### src/rtl/wb_write_arbiter.sv
// Write-back arbiter for the 64-bit LEGv8 register file: merges ALU results and
// buffered load results onto one write port and tracks pending writes for hazards.
module wb_write_arbiter #(
   parameter int DEPTH = 4,
   parameter int W     = 64
) (
   input  logic         clk,
   input  logic         reset,
   input  logic         issue_valid,
   input  logic [4:0]   issue_rd,
   input  logic         alu_valid,
   input  logic [4:0]   alu_rd,
   input  logic [W-1:0] alu_data,
   input  logic         mem_valid,
   input  logic [4:0]   mem_rd,
   input  logic [W-1:0] mem_data,
   output logic         mem_ready,
   input  logic [4:0]   ra1,
   input  logic [4:0]   ra2,
   output logic         hazard,
   output logic         we3,
   output logic [4:0]   wa3,
   output logic [W-1:0] wd3
);

   localparam int          AW   = (DEPTH > 1) ? $clog2(DEPTH) : 1;
   localparam logic [AW:0] FULL = (AW+1)'(DEPTH);
   localparam logic [4:0]  XZR  = 5'd31;

   // Load-result FIFO storage; entries for XZR never get here.
   logic [4:0]    r_fifo_rd   [DEPTH];
   logic [W-1:0]  r_fifo_data [DEPTH];
   logic [AW-1:0] r_wr_ptr;
   logic [AW-1:0] r_rd_ptr;
   logic [AW:0]   r_count;

   logic [31:0]   r_busy;

   logic          r_we;
   logic [4:0]    r_wa;
   logic [W-1:0]  r_wd;

   logic          w_alu_sel;
   logic          w_fifo_empty;
   logic          w_push;
   logic          w_pop;
   logic          w_sel_vld;
   logic [4:0]    w_sel_rd;
   logic [W-1:0]  w_sel_data;
   logic [31:0]   w_busy_set;
   logic [31:0]   w_busy_clr;
   logic [31:0]   w_busy_nxt;

   assign w_fifo_empty = (r_count == '0);
   assign mem_ready    = !reset && (r_count != FULL);
   assign w_push       = mem_valid && mem_ready && (mem_rd != XZR);
   assign w_alu_sel    = alu_valid && (alu_rd != XZR);
   assign w_pop        = !w_alu_sel && !w_fifo_empty;

   // Arbitration: ALU has fixed priority, FIFO head fills idle slots.
   always_comb begin
      w_sel_vld  = 1'b0;
      w_sel_rd   = '0;
      w_sel_data = '0;
      if (w_alu_sel) begin
         w_sel_vld  = 1'b1;
         w_sel_rd   = alu_rd;
         w_sel_data = alu_data;
      end else if (w_pop) begin
         w_sel_vld  = 1'b1;
         w_sel_rd   = r_fifo_rd[r_rd_ptr];
         w_sel_data = r_fifo_data[r_rd_ptr];
      end
   end

   // Set after clear so a new producer outranks a retiring one.
   always_comb begin
      w_busy_set = '0;
      w_busy_clr = '0;
      if (issue_valid && (issue_rd != XZR)) begin
         w_busy_set[issue_rd] = 1'b1;
      end
      if (w_sel_vld) begin
         w_busy_clr[w_sel_rd] = 1'b1;
      end
      w_busy_nxt     = (r_busy & ~w_busy_clr) | w_busy_set;
      w_busy_nxt[31] = 1'b0;
   end

   always_ff @(posedge clk) begin
      if (w_push) begin
         r_fifo_rd[r_wr_ptr]   <= mem_rd;
         r_fifo_data[r_wr_ptr] <= mem_data;
      end
   end

   always_ff @(posedge clk) begin
      if (reset) begin
         r_wr_ptr <= '0;
         r_rd_ptr <= '0;
         r_count  <= '0;
      end else begin
         if (w_push) begin
            r_wr_ptr <= r_wr_ptr + 1'b1;
         end
         if (w_pop) begin
            r_rd_ptr <= r_rd_ptr + 1'b1;
         end
         case ({w_push, w_pop})
            2'b10:   r_count <= r_count + 1'b1;
            2'b01:   r_count <= r_count - 1'b1;
            default: r_count <= r_count;
         endcase
      end
   end

   always_ff @(posedge clk) begin
      if (reset) begin
         r_busy <= '0;
      end else begin
         r_busy <= w_busy_nxt;
      end
   end

   // Write-port stage: selection in one cycle becomes the regfile write in the next.
   always_ff @(posedge clk) begin
      if (reset) begin
         r_we <= 1'b0;
         r_wa <= '0;
         r_wd <= '0;
      end else begin
         r_we <= w_sel_vld;
         if (w_sel_vld) begin
            r_wa <= w_sel_rd;
            r_wd <= w_sel_data;
         end
      end
   end

   assign hazard = r_busy[ra1] | r_busy[ra2];
   assign we3    = r_we;
   assign wa3    = r_wa;
   assign wd3    = r_wd;

endmodule

### config.mk
export PLATFORM = sky130hd
export DESIGN_NAME = wb_write_arbiter
export DESIGN_NICKNAME = d
export VERILOG_FILES = /design/src/rtl/wb_write_arbiter.sv
export SDC_FILE = /design/constraint.sdc
export NUM_CORES = 1
export LEC_CHECK = 0
export CAP_MARGIN = 40
export CORE_MARGIN = 4
export CORE_UTILIZATION = 35
export DETAILED_ROUTE_END_ITERATION = 12
export HOLD_SLACK_MARGIN = 0.08
export PLACE_DENSITY = 0.56
export SYNTH_ARGS = -nofsm -noshare
export SYNTH_HDL_FRONTEND = slang
export SYNTH_SLANG_ARGS = --single-unit
### constraint.sdc
create_clock -name clk -period 7.05 [get_ports clk]
set_input_delay 1.41 -clock clk [delete_from_list [all_inputs] [get_ports clk]]
set_output_delay 1.41 -clock clk [all_outputs]
set_load 0.01 [all_outputs]
After elaboration in Yosys (flattened, before gate mapping)
Memory sizes are Yosys's and may differ from the RTL's. A register that Yosys moved wholly into a read port is not among the register bits.
Index checks and enable logic that the tools add are counted.
W data, S select, Z words.

word-level totals
  flip-flop bits (word level) = 108
  bits in writable memories = 276
  input bits = 158
  output and inout bits = 72
  logic and storage cells = 65
  memories = 2

memories
  name         depth  width  rd ports  clocked after memory_dff  wr ports  line  RTL
  r_fifo_data  4      64     1         1                         1         32    logic [W-1:0] r_fifo_data [DEPTH];
  r_fifo_rd    4      5      1         1                         1         31    logic [4:0] r_fifo_rd [DEPTH];

cells by class
  add/subtract/negate cells = 4
  $lt $le $gt $ge = 6
  equality and inequality tests = 6
  muxes and demuxes = 23
  bitwise operators = 4
  reductions and logical operators = 13

operators by type and width
  operator               number
  $mux W64               2
  $mux W31               2
  $and A31 B31 Y31       1
  $not A31 Y31           1
  $or A31 B31 Y31        1
  $lt A5 B6 Y1 const B   4
  $ne A5 B5 Y1 const B   3
  $bmux W1 S5            2
  $demux W1 S5           2
  $ge A5 B1 Y1 const B   2
  $mux W5                2
  $logic_and A1 B1 Y1    8
  $mux W1                8
  $mux W2                4
  $pmux W3 S2            1
  $add A2 B1 Y2 const B  2
  $add A3 B1 Y3 const B  1
  $logic_not A1 Y1       3
  $logic_not A3 Y1       1
  $ne A3 B3 Y1 const B   1
  $sub A3 B1 Y3 const B  1
  $eq A2 B1 Y1 const B   1
  $eq A2 B2 Y1 const B   1
  $reduce_bool A2 Y1     1
  $or A1 B1 Y1           1

Longest topological paths before layout
  depth after elaboration = 14
  mapped depth = 9
  mapped depth without buffers = 9

Least setup slack after synthesis
OpenSTA, ideal clock, no wires.

  path kind = in2reg
  start = in reset
  end = mem r_fifo_data[0][0], enable pin
  arrival time = 4.900 ns
  slack = 1.653 ns
  stages = 3
  path buffers = 0
  path through = a31oi_1 -> nand3_1 -> nor2_1

between the ends
  word-level cells in the longest chain between the ends = 6

ends and longest elaborated chain
  item                              line  RTL
  start, declared                   8     input logic reset,
  $logic_not A1 Y1                  55    assign mem_ready = !reset && (r_count != FULL);
  $logic_and A1 B1 Y1               55
  $logic_and A1 B1 Y1 (2 in a row)  56    assign w_push = mem_valid && mem_ready && (mem_rd != XZR);
  $mux W1                           91    if (w_push) begin
  $mux W1 (not written as such)     93    r_fifo_data[r_wr_ptr] <= mem_data;
  end, declared                     32

Every way passes these cells.

Worst setup path in the final report
  start = in ra1[0]
  end = out hazard

between the ends
  word-level cells in the longest chain between the ends = 3

ends and longest elaborated chain
  item                           line  RTL
  start, declared                18    input logic [4:0] ra1,
  $bmux W1 S5                    140   assign hazard = r_busy[ra1] | r_busy[ra2];
  $mux W1 (not written as such)  140
  $or A1 B1 Y1                   140
  end, declared                  20    output logic hazard,

Every way passes these cells. The select of a mux whose other input is x is not followed.

==> results.txt <==
The run finished with clean final reports. The number of clock buffers added by TritonCTS is 43. For this run, the post-layout net count is 1416.

Hold repair after CTS inserted 0 buffers. The tree built by TritonCTS fans out to 386 sinks. The worst pin sits at a relative slew slack of 42.2%. The run gives 6 as the initial antenna violation count. The tightest min-delay check is of the reg -> reg type.

For the post-route setup TNS, the log shows 0 ps. Source-to-sink clock delay at the later pin of the worst-skew pair: 560 ps. The via-per-instance ratio came out at 5.10. The width of the die was 218 um; the placement row count was 76. The number of global-route vias before repair came out at 10200.

At the pin with the least slew margin, the transition time is 867 ps. The clock-pin transition on the worst setup and hold timing paths was 60 ps; the post-synthesis instance total was 1033. The worst-case IR drop observed on VDD is 162 uV. The routed design could run at a clock period as short as 5380 ps. The synthesized area per cell works out to 14.9 um2. Hold is met by 458 ps. The core region is 43300 um2.

Number of vias in the routed layout: 9555. In the routed design, unresolved DRC markers number 0. For the worst setup path, the data required time is 5640 ps. The clock arrives with 19.0 ps of skew. Post-CTS repair changed the size of 0 cells. The global router's overall resource usage is 16.3%, and the count of fill cells added during filler insertion is 3860. The share of synthesized registers carrying an async set or reset works out to 0%. After clock tree synthesis, the setup repair step added 0 buffers.

For the count of unique library cells instantiated by Yosys, the log shows 50. The run gives 15400 um2 as the post-synthesis cell area. The critical path start-end classification was in -> out.

The first detailed-routing pass took 5 iterations. The achievable clock frequency is 0.186 GHz. The tools report the max-slew violation count as 0. The tools report the buffer cell driving the clock tree root as clkbuf_16. Routability-driven placement finished with a final weighted congestion of 0.849. STA classifies the critical path endpoint as an output port. The count of nets left with antenna violations once routing finished came out at 0.

The dominant synthesized flop cell was edfxtp_1. TritonCTS built the clock tree. In this run, synthesis produced a sequential element count of 386. Setup repair after global routing left no endpoint under its margin. The overflow left after global routing is 0, and the half-perimeter wire length after placement is 24.7 mm. The floorplan step defined a die boundary enclosing 47500 um2. The number of nets in the synthesized netlist was 1197; the wire length per cell was 20.7 um. In this run the biggest area consumer among cell types represents 53.8% of the synthesized area. The run gives 68.1% as the portion of the post-synthesis area used by sequential elements. In the post-synthesis netlist, the cell with the most instances is edfxtp_1. For the worst setup path, the data arrival time is 3970 ps.

In this run the power density over the cells is 310 nW/um2. Across the run, the number of max-cap violations was 0. The number of placed instances, taps included, is 1792. After synthesis, the most frequently instantiated cells are 276 x edfxtp_1, 138 x nand2_1, 127 x nor2_1. The count of input and output buffers works out to 229.

The critical-path maximum fanout is 9, and the number of setup violations in the final report is 0. Post-synthesis to final-layout area growth: 28.2%. Counting flops with a built-in enable in the synthesized netlist gives 276. The share of post-route cells with drive strength above 1 came out at 14.8%. Entering global routing, the biggest net connects 69 pins. By area the synthesized netlist is led by edfxtp_1 54%, dfxtp_1 14%, mux4_2 13%. The tools report the kind of start point of the critical path as an input pin.

The count of routing violations after the opening detailed-route iteration was 712; the leakage power was 6.30 nW. Summed over all instances, the cell type with the most area after synthesis is edfxtp_1. The first global-routing pass estimated 60.1 mm of wire. Wires add up to 38.7 mm. The final worst-path cycle share came out at 76.3%. For this configuration, the core starts out at a cell density of 35.6%. The I/O pin count is 230, and the number of hold violations in the final report is 0.

During synthesis, Yosys emitted a total of 0 warnings. After the flow finishes, the layout carries non-filler instances totaling 1875. The floorplan step set the die height to 218 um. The H-tree was split into 2 levels.

The tools report the number of buffers between clock root and the deepest sink as 3.
==> per-stage QoR <==
step	setup slack, ps	utilization, %	area, um2	power (mW)
after floorplan	1650	-	15400	3.46
after global placement	1650	42.3	18300	4.01
after detailed placement	1650	42.4	18400	4.03
after CTS	1640	45.6	19700	6.22
after global routing	1540	45.7	19800	6.43
final	1670	45.7	19800	6.12
==> layer usage <==
metal / wire [um] / GRT usage (%)
met1: 16600 / 21.3
met3: 2180 / 4.03
met2: 19100 / 27.1
met4: 828 / 4.63
met5: 40 / 0
==> kinds of logic (layout without fill, tap and decap cells) <==
logic type | after synthesis | after routing | share of synthesized area, %
compound gates | 138 | 138 | 7.15
xor+xnor | 5 | 5 | 0.284
fa+ha+maj | 6 | 6 | 0.536
buf+inv | 82 | 336 | 2.20
flops | 386 | 386 | 68.1
mux | 91 | 91 | 12.9
other cells | 0 | 3 | 0
simple gates | 325 | 325 | 8.88
==> registers in the layout, summed over array words and instances, names as in the netlist, named ones only <==
name / count
r_fifo_data: 256
wd3: 64
r_busy: 31
r_fifo_rd: 20
wa3: 5
r_count: 3
r_rd_ptr: 2
r_wr_ptr: 2
we3: 1
==> report_power, final <==
| group | internal, mW | switching [mW] | leakage (nW) |
|---|---|---|---|
| combinational | 0.553 | 0.723 | 2.22 |
| sequential | 2.58 | 0.0944 | 3.41 |
| clock | 1.26 | 0.915 | 0.673 |
| total | 4.39 | 1.73 | 6.30 |
==> critical path, stage by stage <==
cell and delay [ps]:
clkdlybuf4s50_1 800, mux4_2 590, mux4_2 460, mux2i_1 140, o21ai_1 80, clkdlybuf4s50_1 480
==> final timing paths <==
path                                         startpoint                    to  slack, ps  depth (start not counted)
worst max register to register  r_count[2]$_SDFFE_PP0P_  r_busy[5]$_SDFF_PP0_       3880                          6
worst min-delay path                wa3[4]$_SDFFE_PP0P_   wa3[4]$_SDFFE_PP0P_        460                          2
worst max-delay path                             ra1[0]                hazard       1670                          6
worst min register to register      wa3[4]$_SDFFE_PP0P_   wa3[4]$_SDFFE_PP0P_        460                          2
==> layout by cell type, fill, tap and decap left out, types with 15 or more instances in the layout <==
cell type / count
nor3_1: 26
mux4_2: 86
nand2_1: 138
clkbuf_16: 44
clkdlybuf4s50_1: 228
a211oi_1: 34
a311oi_1: 64
edfxtp_1: 276
dfxtp_1: 108
nor2_1: 123
a21oi_1: 18
buf_4: 15
==> cell type report <==
cell class / instances / area [um2] / share of cell area (%)
well taps: 585 / 732 / 3.70
flip-flops and latches: 386 / 10500 / 53.1
diodes: 3 / 7.51 / 0.0380
repair buffers: 245 / 2450 / 12.4
clock buffers: 61 / 1210 / 6.15
multi-input cells: 565 / 4630 / 23.5
clock inverters: 19 / 180 / 0.912
inverters: 11 / 41.3 / 0.209
(Power assumes the default switching activity.)
